### config.mk
export PLATFORM = sky130hd
export DESIGN_NAME = frame_writer_flat
export DESIGN_NICKNAME = d
export VERILOG_FILES = /design/src/rtl/stereo_pkg.sv /design/src/rtl/frame_writer_if.sv /design/src/rtl/frame_writer_pix_fifo.sv /design/src/rtl/frame_writer.sv /design/src/flat_wrapper.sv
export SDC_FILE = /design/constraint.sdc
export NUM_CORES = 1
export LEC_CHECK = 0
export CORE_UTILIZATION = 31
export CTS_BUF_LIST = sky130_fd_sc_hd__clkbuf_4 sky130_fd_sc_hd__clkbuf_8
export DETAILED_ROUTE_END_ITERATION = 8
export SETUP_SLACK_MARGIN = 0.3
export SLEW_MARGIN = 20
export SYNTH_ARGS = -nofsm -noshare
export SYNTH_HDL_FRONTEND = slang
export SYNTH_SLANG_ARGS = --single-unit
export TNS_END_PERCENT = 20
### constraint.sdc
create_clock -name clk -period 3.1 [get_ports clk]
set_input_delay 0.62 -clock clk [delete_from_list [all_inputs] [get_ports clk]]
set_output_delay 0.62 -clock clk [all_outputs]
set_load 0.02 [all_outputs]
### src/rtl/stereo_pkg.sv
// rtl/stereo_pkg.sv - shared frame geometry, SRAM widths and pixel FIFO entry type
package stereo_pkg;
  localparam int ROW_SZ_DEF = 320;
  localparam int COL_SZ_DEF = 240;
  localparam int ADDR_W     = 17;
  localparam int DATA_W     = 8;
  localparam int COORD_W    = 10;

  typedef struct packed {
    logic              last;
    logic [ADDR_W-1:0] addr;
    logic [DATA_W-1:0] data;
  } pix_entry_t;

  localparam int ENTRY_W = $bits(pix_entry_t);

  typedef enum logic {
    ST_IDLE = 1'b0,
    ST_WR   = 1'b1
  } wr_state_t;

  // Arithmetic is done modulo 2^ADDR_W, so oversize coordinates wrap rather than saturate.
  function automatic logic [ADDR_W-1:0] pix_addr(input int base, input int row_sz,
                                                 input logic [COORD_W-1:0] x,
                                                 input logic [COORD_W-1:0] y);
    return ADDR_W'(base) + ADDR_W'(y) * ADDR_W'(row_sz) + ADDR_W'(x);
  endfunction
endpackage

### src/rtl/frame_writer_if.sv
// rtl/frame_writer_if.sv - pixel strobe input and SRAM write port of frame_writer
interface frame_writer_if;
  import stereo_pkg::*;

  logic [DATA_W-1:0]  in_val;
  logic [COORD_W-1:0] in_x;
  logic [COORD_W-1:0] in_y;
  logic               is_in_val;
  logic [ADDR_W-1:0]  sram_addr;
  logic [DATA_W-1:0]  sram_wdata;
  logic               sram_write;
  logic               sram_waitrequest;

  modport slave (
    input  in_val, in_x, in_y, is_in_val, sram_waitrequest,
    output sram_addr, sram_wdata, sram_write
  );

  modport master (
    output in_val, in_x, in_y, is_in_val, sram_waitrequest,
    input  sram_addr, sram_wdata, sram_write
  );
endinterface

### src/rtl/frame_writer_pix_fifo.sv
// rtl/frame_writer_pix_fifo.sv - synchronous pixel FIFO with combinational head
module pix_fifo
  import stereo_pkg::*;
#(
  parameter int DEPTH = 8
) (
  input  logic       clk,
  input  logic       reset,
  input  logic       push_i,
  input  logic       pop_i,
  input  pix_entry_t wdata_i,
  output logic       full_o,
  output logic       empty_o,
  output logic       last_one_o,
  output pix_entry_t head_o
);
  localparam int PW = $clog2(DEPTH);
  localparam int CW = PW + 1;
  localparam logic [CW-1:0] FULL_CNT = CW'(DEPTH);

  logic [ENTRY_W-1:0] mem_q [DEPTH];
  logic [PW-1:0]      wr_ptr_q, wr_ptr_d, rd_ptr_q, rd_ptr_d;
  logic [CW-1:0]      count_q, count_d;

  always_comb begin
    wr_ptr_d = push_i ? wr_ptr_q + PW'(1) : wr_ptr_q;
    rd_ptr_d = pop_i  ? rd_ptr_q + PW'(1) : rd_ptr_q;
    count_d  = count_q;
    if (push_i && !pop_i) begin
      count_d = count_q + CW'(1);
    end else if (pop_i && !push_i) begin
      count_d = count_q - CW'(1);
    end
  end

  always_ff @(posedge clk or posedge reset) begin
    if (reset) begin
      wr_ptr_q <= '0;
      rd_ptr_q <= '0;
      count_q  <= '0;
    end else begin
      wr_ptr_q <= wr_ptr_d;
      rd_ptr_q <= rd_ptr_d;
      count_q  <= count_d;
    end
  end

  // Storage needs no reset: occupancy alone decides what is visible.
  always_ff @(posedge clk) begin
    if (push_i) begin
      mem_q[wr_ptr_q] <= wdata_i;
    end
  end

  assign full_o     = (count_q == FULL_CNT);
  assign empty_o    = (count_q == '0);
  assign last_one_o = (count_q == CW'(1));
  assign head_o     = pix_entry_t'(mem_q[rd_ptr_q]);
endmodule

### src/rtl/frame_writer.sv
// rtl/frame_writer.sv - queues filtered pixels and writes them to SRAM at frame addresses
// Optional DROP_OOR_EN: discard strobes whose coordinates fall outside the frame.
module frame_writer
  import stereo_pkg::*;
#(
  parameter int ROW_SZ     = ROW_SZ_DEF,
  parameter int COL_SZ     = COL_SZ_DEF,
  parameter int FIFO_DEPTH = 8,
  parameter int BASE_ADDR  = 0
) (
  input  logic           clk,
  input  logic           reset,
  frame_writer_if.slave  bus,
  output logic           frame_done,
  output logic           overflow
);
  localparam logic [COORD_W-1:0] LAST_X = COORD_W'(ROW_SZ - 1);
  localparam logic [COORD_W-1:0] LAST_Y = COORD_W'(COL_SZ - 1);

  wr_state_t  state_q, state_d;
  logic       frame_done_q, frame_done_d;
  logic       overflow_q, overflow_d;
  logic       strobe, push, pop, full, empty, last_one;
  pix_entry_t new_entry, head;

`ifdef DROP_OOR_EN
  assign strobe = bus.is_in_val && (32'(bus.in_x) < ROW_SZ) && (32'(bus.in_y) < COL_SZ);
`else
  assign strobe = bus.is_in_val;
`endif

  assign new_entry = '{last: (bus.in_x == LAST_X) && (bus.in_y == LAST_Y),
                       addr: pix_addr(BASE_ADDR, ROW_SZ, bus.in_x, bus.in_y),
                       data: bus.in_val};

  // WR always implies a non-empty FIFO, so a pop never meets an empty queue.
  assign pop  = (state_q == ST_WR) && !bus.sram_waitrequest;
  assign push = strobe && (!full || pop);

  always_comb begin
    state_d      = state_q;
    frame_done_d = pop && head.last;
    overflow_d   = overflow_q | (strobe && full && !pop);
    unique case (state_q)
      ST_IDLE: if (!empty) state_d = ST_WR;
      ST_WR:   if (pop && last_one && !push) state_d = ST_IDLE;
      default: state_d = ST_IDLE;
    endcase
  end

  always_ff @(posedge clk or posedge reset) begin
    if (reset) begin
      state_q      <= ST_IDLE;
      frame_done_q <= 1'b0;
      overflow_q   <= 1'b0;
    end else begin
      state_q      <= state_d;
      frame_done_q <= frame_done_d;
      overflow_q   <= overflow_d;
    end
  end

  pix_fifo #(
    .DEPTH(FIFO_DEPTH)
  ) u_fifo (
    .clk        (clk),
    .reset      (reset),
    .push_i     (push),
    .pop_i      (pop),
    .wdata_i    (new_entry),
    .full_o     (full),
    .empty_o    (empty),
    .last_one_o (last_one),
    .head_o     (head)
  );

  assign bus.sram_write = (state_q == ST_WR);
  assign bus.sram_addr  = bus.sram_write ? head.addr : '0;
  assign bus.sram_wdata = bus.sram_write ? head.data : '0;
  assign frame_done     = frame_done_q;
  assign overflow       = overflow_q;
endmodule

### src/flat_wrapper.sv
// flat-port wrapper written by rule: the top's interface ports become plain ports
module frame_writer_flat import stereo_pkg::*;
#(
  parameter int ROW_SZ     = ROW_SZ_DEF,
  parameter int COL_SZ     = COL_SZ_DEF,
  parameter int FIFO_DEPTH = 8,
  parameter int BASE_ADDR  = 0
)
  (clk, reset, frame_done, overflow, bus_in_val, bus_in_x, bus_in_y, bus_is_in_val, bus_sram_waitrequest, bus_sram_addr, bus_sram_wdata, bus_sram_write);
  frame_writer_if bus_i ();
  input  logic clk;
  input  logic reset;
  output logic frame_done;
  output logic overflow;
  input wire logic [$bits(bus_i.in_val)-1:0] bus_in_val;
  input wire logic [$bits(bus_i.in_x)-1:0] bus_in_x;
  input wire logic [$bits(bus_i.in_y)-1:0] bus_in_y;
  input wire logic [$bits(bus_i.is_in_val)-1:0] bus_is_in_val;
  input wire logic [$bits(bus_i.sram_waitrequest)-1:0] bus_sram_waitrequest;
  output wire logic [$bits(bus_i.sram_addr)-1:0] bus_sram_addr;
  output wire logic [$bits(bus_i.sram_wdata)-1:0] bus_sram_wdata;
  output wire logic [$bits(bus_i.sram_write)-1:0] bus_sram_write;
  assign bus_i.in_val = bus_in_val;
  assign bus_i.in_x = bus_in_x;
  assign bus_i.in_y = bus_in_y;
  assign bus_i.is_in_val = bus_is_in_val;
  assign bus_i.sram_waitrequest = bus_sram_waitrequest;
  assign bus_sram_addr = bus_i.sram_addr;
  assign bus_sram_wdata = bus_i.sram_wdata;
  assign bus_sram_write = bus_i.sram_write;
  frame_writer #(.ROW_SZ(ROW_SZ), .COL_SZ(COL_SZ), .FIFO_DEPTH(FIFO_DEPTH), .BASE_ADDR(BASE_ADDR)) u_core (.clk(clk), .reset(reset), .bus(bus_i), .frame_done(frame_done), .overflow(overflow));
endmodule
* Word-level counts from Yosys, hierarchy flattened
Memory sizes are Yosys's and may differ from the RTL's.
Cells that the tools add are included.
** Storage, ports and cells
- Memory bits (writable) :: 208
- Bits in registers :: 13
- Memories kept :: 1
- Bits of input ports :: 32
- Logic and storage cells :: 45
** Cells by class
- Add/sub/neg operators :: 5
- Equal/unequal tests :: 4
- Reduce and logical (&&, ||, !) cells :: 17
- Bitwise logic cells :: 2
- Multiply operators :: 1
- Mux-type cells :: 9
** Memory list
- u_core.u_fifo.mem_q :: words 8, bits a word 26, rd ports 1, clocked after Yosys merged registers in 0, write ports 1, RTL line frame_writer_pix_fifo.sv:21 : logic [ENTRY_W-1:0] mem_q [DEPTH];
** Operators with widths (count)
- $add A17 B10 Y17 :: 1
- $mux W17 :: 1
- $mul A10 B3 Y11 const B :: 1
- $eq A10 B8 Y1 const B :: 1
- $eq A10 B9 Y1 const B :: 1
- $logic_and A1 B1 Y1 :: 10
- $mux W4 :: 2
- $mux W8 :: 1
- $add A3 B1 Y3 const B :: 2
- $add A4 B1 Y4 const B :: 1
- $eq A4 B1 Y1 const B :: 1
- $eq A4 B4 Y1 const B :: 1
- $logic_not A1 Y1 :: 4
- $logic_not A4 Y1 :: 1
- $mux W1 :: 4
- $sub A4 B1 Y4 const B :: 1
- $pmux W1 S2 :: 1
- $reduce_bool A2 Y1 :: 1
- $logic_or A1 B1 Y1 :: 1
- $not A1 Y1 :: 1
- $or A1 B1 Y1 :: 1

* Depth between registers and ports, before layout
- Depth after elaboration :: 8
- Mapped depth :: 10

* Modules after synthesis
Synthesis repeated with hierarchy kept, for this count alone.
** Second synthesis, totals
- Cells, all modules :: 477
- Area total of the unflattened synthesis :: 9559.2 um2
** Modules (own cells, without submodules)
- pix_fifo :: cells an instance 356, area an instance 8574.5 um2, times used 1
- frame_writer :: cells an instance 121, area an instance 984.7 um2, times used 1

* Worst setup path after synthesis
OpenSTA, ideal clock, no wires.
- Path kind :: in2reg
- From :: in bus_sram_waitrequest
- To :: mem u_core.u_fifo.mem_q[0][0] (netlist bit), enable pin
- Arrival time :: 3.169 ns
- Setup time :: 0.442 ns
- Slack :: -0.511 ns
- Data required time :: 2.658 ns
- Cell stages on the path :: 8
- Path buffers :: 2
- Cells stage by stage :: nand2b_1 buf_2 nand3_1 nor2_1 nor2b_1 buf_2 nand2b_1 nor3_1
** On the way
- Longest elaborated chain between the ends :: 6
** Ends and longest elaborated chain
- start: declaration :: RTL line flat_wrapper.sv:19 : input wire logic [$bits(bus_i.sram_waitrequest)-1:0] bus_sram_waitrequest;
- $logic_not A1 Y1 :: RTL line frame_writer.sv:37 : assign pop = (state_q == ST_WR) && !bus.sram_waitrequest;
- $logic_and A1 B1 Y1 :: RTL line frame_writer.sv:37
- $logic_or A1 B1 Y1 :: RTL line frame_writer.sv:38 : assign push = strobe && (!full || pop);
- $logic_and A1 B1 Y1 :: RTL line frame_writer.sv:38
- named net u_core.push :: RTL line frame_writer.sv:23 : logic strobe, push, pop, full, empty, last_one;
- $mux W1 :: RTL line frame_writer_pix_fifo.sv:50 : if (push_i) begin
- $mux W1 (implied by the code) :: RTL line frame_writer_pix_fifo.sv:51 : mem_q[wr_ptr_q] <= wdata_i;
- end: declaration :: RTL line frame_writer_pix_fifo.sv:21
The timed path passes the listed nets, and every way through them passes these cells.

* Worst setup path in the final report
- From :: reg u_core.u_fifo.rd_ptr_q[0]
- To :: out bus_sram_addr[0]
** On the way
- Longest elaborated chain between the ends :: 2
** Ends and longest elaborated chain
- start: declaration :: RTL line frame_writer_pix_fifo.sv:22 : logic [PW-1:0] wr_ptr_q, wr_ptr_d, rd_ptr_q, rd_ptr_d;
- start signal: assignment :: RTL line frame_writer_pix_fifo.sv:43 : rd_ptr_q <= rd_ptr_d;
- $mem_v2 Z8 W26
- $mux W17 :: RTL line frame_writer.sv:78 : assign bus.sram_addr = bus.sram_write ? head.addr : '0;
- end: declaration :: RTL line flat_wrapper.sv:20 : output wire logic [$bits(bus_i.sram_addr)-1:0] bus_sram_addr;
Every way passes these cells.

==> metrics.csv <==
stage,metric,value,unit
status,status,completed,
critical_path,cp_common_cell,buf_12,
critical_path,worstSetupEndpointType,output port,
routing,vias_per_cell,4.68,
clocking,htreeDepth,2,
clocking,cts.sinks,221,
floorplan,die_width,175,um
floorplan,die-area,30800,um^2
synth,synth_top_area_cell,edfxtp_1,
grt,antenna_found_initial,0,
cells_and_area,drive_gt1_frac,0.335,
floorplan,coreArea,29600,um^2
clocking,clock_latency,0.52,ns
grt,grt_max_degree,34,
synth,async_reset_ff_frac,0.0588,
cells_and_area,multi_input_area,2800,um^2
cells_and_area,fillers,2700,
routing,routedWlPerCell,19.4,um
synth,yosysUniqueCellTypes,41,
pwr,powerDensity,904,nW/um^2
critical_path,critical_path.max_stage_delay,0.52,ns
routing,drc_errors,0,
clocking,cts_tree,built,
synth,syn_avg_cell_area,19.6,um^2
synth,ys_warn_count,0,
cells_and_area,syn_to_final_growth,27.5,%
synth,synth_fa_ha_area_frac,0.0392,
job,maxCapViolations,0,
synth,synth_edf_count,208,
sta,fin_crit_sh,0.954,
sta,hold_violations,0,
routing,drt_pre_antenna_iters,4,
grt,grt_overflow,0,
sta,period_needed,2.96,ns
clocking,ctsLongestPathBuffers,3,
synth,ys.flop_type,edfxtp_1,
sta,relSlewSlack,0.596,
clocking,cts_buffers,37,
sta,worst_pin_slew,0.600,ns
cells_and_area,seq_area,6580,um^2
synth,synthMuxAreaShare,0.157,
routing,routed_wirelength,20100,um
floorplan,io_pins,60,
critical_path,worstPathArrival,2.34,ns
synth,syn_area,9330,um^2
grt,grt_pass1_wl,30700,um
synth,syn_inst,476,
hold_path,holdCritStartpoint,u_core.overflow$_DFF_PP0_,
cells_and_area,layout.nets,677,
hold_path,hold_class,reg2reg,
cells_and_area,antenna_cells,0,
place,portBuffers,59,
place,hpwl,12300,um
critical_path,cp_max_fo,5,
grt,grt_pass1_vias,5301,
critical_path,required,2.48,ns
floorplan,die_h,175,um
pwr,power,0.0107,W
synth,synth_top_area_frac,0.670,
grt,grt_use_total,0.133,
sta,fin_worst_skew,0.0300,ns
floorplan,initial_core_util,0.315,
synth,synth_common_cells,"edfxtp_1, mux4_2, nor2b_1, mux2i_1, ha_1",
sta,max_freq,338,MHz
synth,synthXorXnorAreaFrac,0.0243,
cells_and_area,layout.cells.non_filler,1034,
cells_and_area,final_util,0.401,
floorplan,core.rowCount,63,
critical_path,crit_slowest_cell,dfrtp_4,
synth,synth_top_family_by_area,multiplexers,
routing,vias,4836,
clocking,cts.reportedPaths.clkPinSlew,0.05,ns
sta,grt_setup_unrepaired,yes,
synth,yosys.area_share.simple,0.0471,
routing,drtIter0Drc,223,
place,placed_cells,959,
sta,setup_viol,0,
synth,synth.yosys.seq_area_share,0.704,
synth,synth_most_common_cell,edfxtp_1,
clocking,cts_root_buf,clkbuf_8,
critical_path,path_cells,buf_12 > buf_12 > buf_16 > mux4_2 > mux2i_2 > nor2b_1 > buf_2,
critical_path,critPathLaunch,u_core.u_fifo.rd_ptr_q[0]$_DFFE_PP0P_,
routing,ant_nets,0,
synth,synth-seq-cells,221,
synth,synthTopCellsByArea,"edfxtp_1, mux4_2, dfrtp_1",
place,gp_congestion,0.775,
clocking,postCtsHoldBufs,0,
critical_path,reg2reg_from,u_core.u_fifo.count_q[1]$_DFFE_PP0P_,
synth,synth_compound_area_frac,0.0119,
pwr,ir_worst_vdd,0.320,mV
synth,synth_nets,536,
critical_path,path_class,reg2out,
critical_path,start_kind,register,
pwr,p_leak,4.14,nW
sta,drv_slew,0,
area by class of cell:
type                       count  share of cell area
sequential                   221               0.553
multi-input combinational    228               0.236
timing repair buffer         122               0.111
clock buffer                  45              0.0484
tap                          390              0.0410
clock inverter                21             0.00842
inverter                       7             0.00221
layer usage:
layer	track usage	wire length [um]
met3	0.0223	719
met4	0.0446	384
met2	0.229	10200
met1	0.169	8780
met5	0	0
stage by stage:
stage | setup TNS [ns] | setup WS [ns] | cell area (um^2) | hold WS [ns]
3_3_place_gp | -12.79 | -0.437 | 10900 | 0.463
2_1_floorplan | 0 | 0.185 | 9340 | 0.458
6_report | 0 | 0.143 | 11900 | 0.469
5_1_grt | 0 | 0.0874 | 11900 | 0.490
3_5_place_dp | -18.22 | -0.535 | 10900 | 0.465
4_1_cts | 0 | 0.117 | 11700 | 0.477
cells by family after synthesis:
family	Yosys count
compound gates	18
xor+xnor	25
fa+ha+maj	28
buf+inv	27
flops	221
mux	81
simple gates	76
report_power, final:
part	internal, W	switching [W]	total [W]
Clock	0.00123	0.00112	0.00235
Combinational	0.00211	0.00220	0.00431
Sequential	0.00389	0.000200	0.00409
sequential cells by signal, indices dropped and copies added, names as in the netlist:
signal and flops:
u_core.u_fifo.wr_ptr_q 3, u_core.u_fifo.rd_ptr_q 3, u_core.overflow 1, u_core.u_fifo.count_q 4
u_core.u_fifo.mem_q 208, u_core.bus.sram_write 1, u_core.frame_done 1
critical path, delay by kind of cell, from the launching register on:
kind,cells,cell delay (ns)
simple gates,1,0.07
flops,1,0.52
mux,2,0.65
buf+inv,4,0.59
cell usage in the layout, fill, tap and decap left out, drive strengths merged, types with 11 or more instances in the layout:
cell	count
mux4	52
nor2	16
nor2b	29
mux2i	27
buf	68
xnor2	14
xor2	11
dfrtp	13
clkbuf	53
ha	26
edfxtp	208
clkdlybuf4s50	30
clkinv	20
worst paths after layout:
| path | to | slack (ns) | cells after the start |
|---|---|---|---|
| max | bus_sram_addr[0] | 0.14 | 7 |
| min | u_core.overflow$_DFF_PP0_ | 0.47 | 1 |
| max reg2reg | u_core.u_fifo.count_q[3]$_DFFE_PP0P_ | 0.78 | 10 |
| min reg2reg | u_core.overflow$_DFF_PP0_ | 0.47 | 1 |
| max in group asynchronous | u_core.u_fifo.rd_ptr_q[0]$_DFFE_PP0P_ | 2.20 | 2 |
| min in group asynchronous | u_core.u_fifo.count_q[1]$_DFFE_PP0P_ | 0.49 | 2 |
timing repair:
action / CTS / global route
pin swaps: 1 / 7
setup buffers: 2 / 3
setup endpoints to repair: 65 / 65
cloned: 3 / 1
gates resized for setup: 69 / 39
Note: power is estimated with default switching activity, not from simulation.
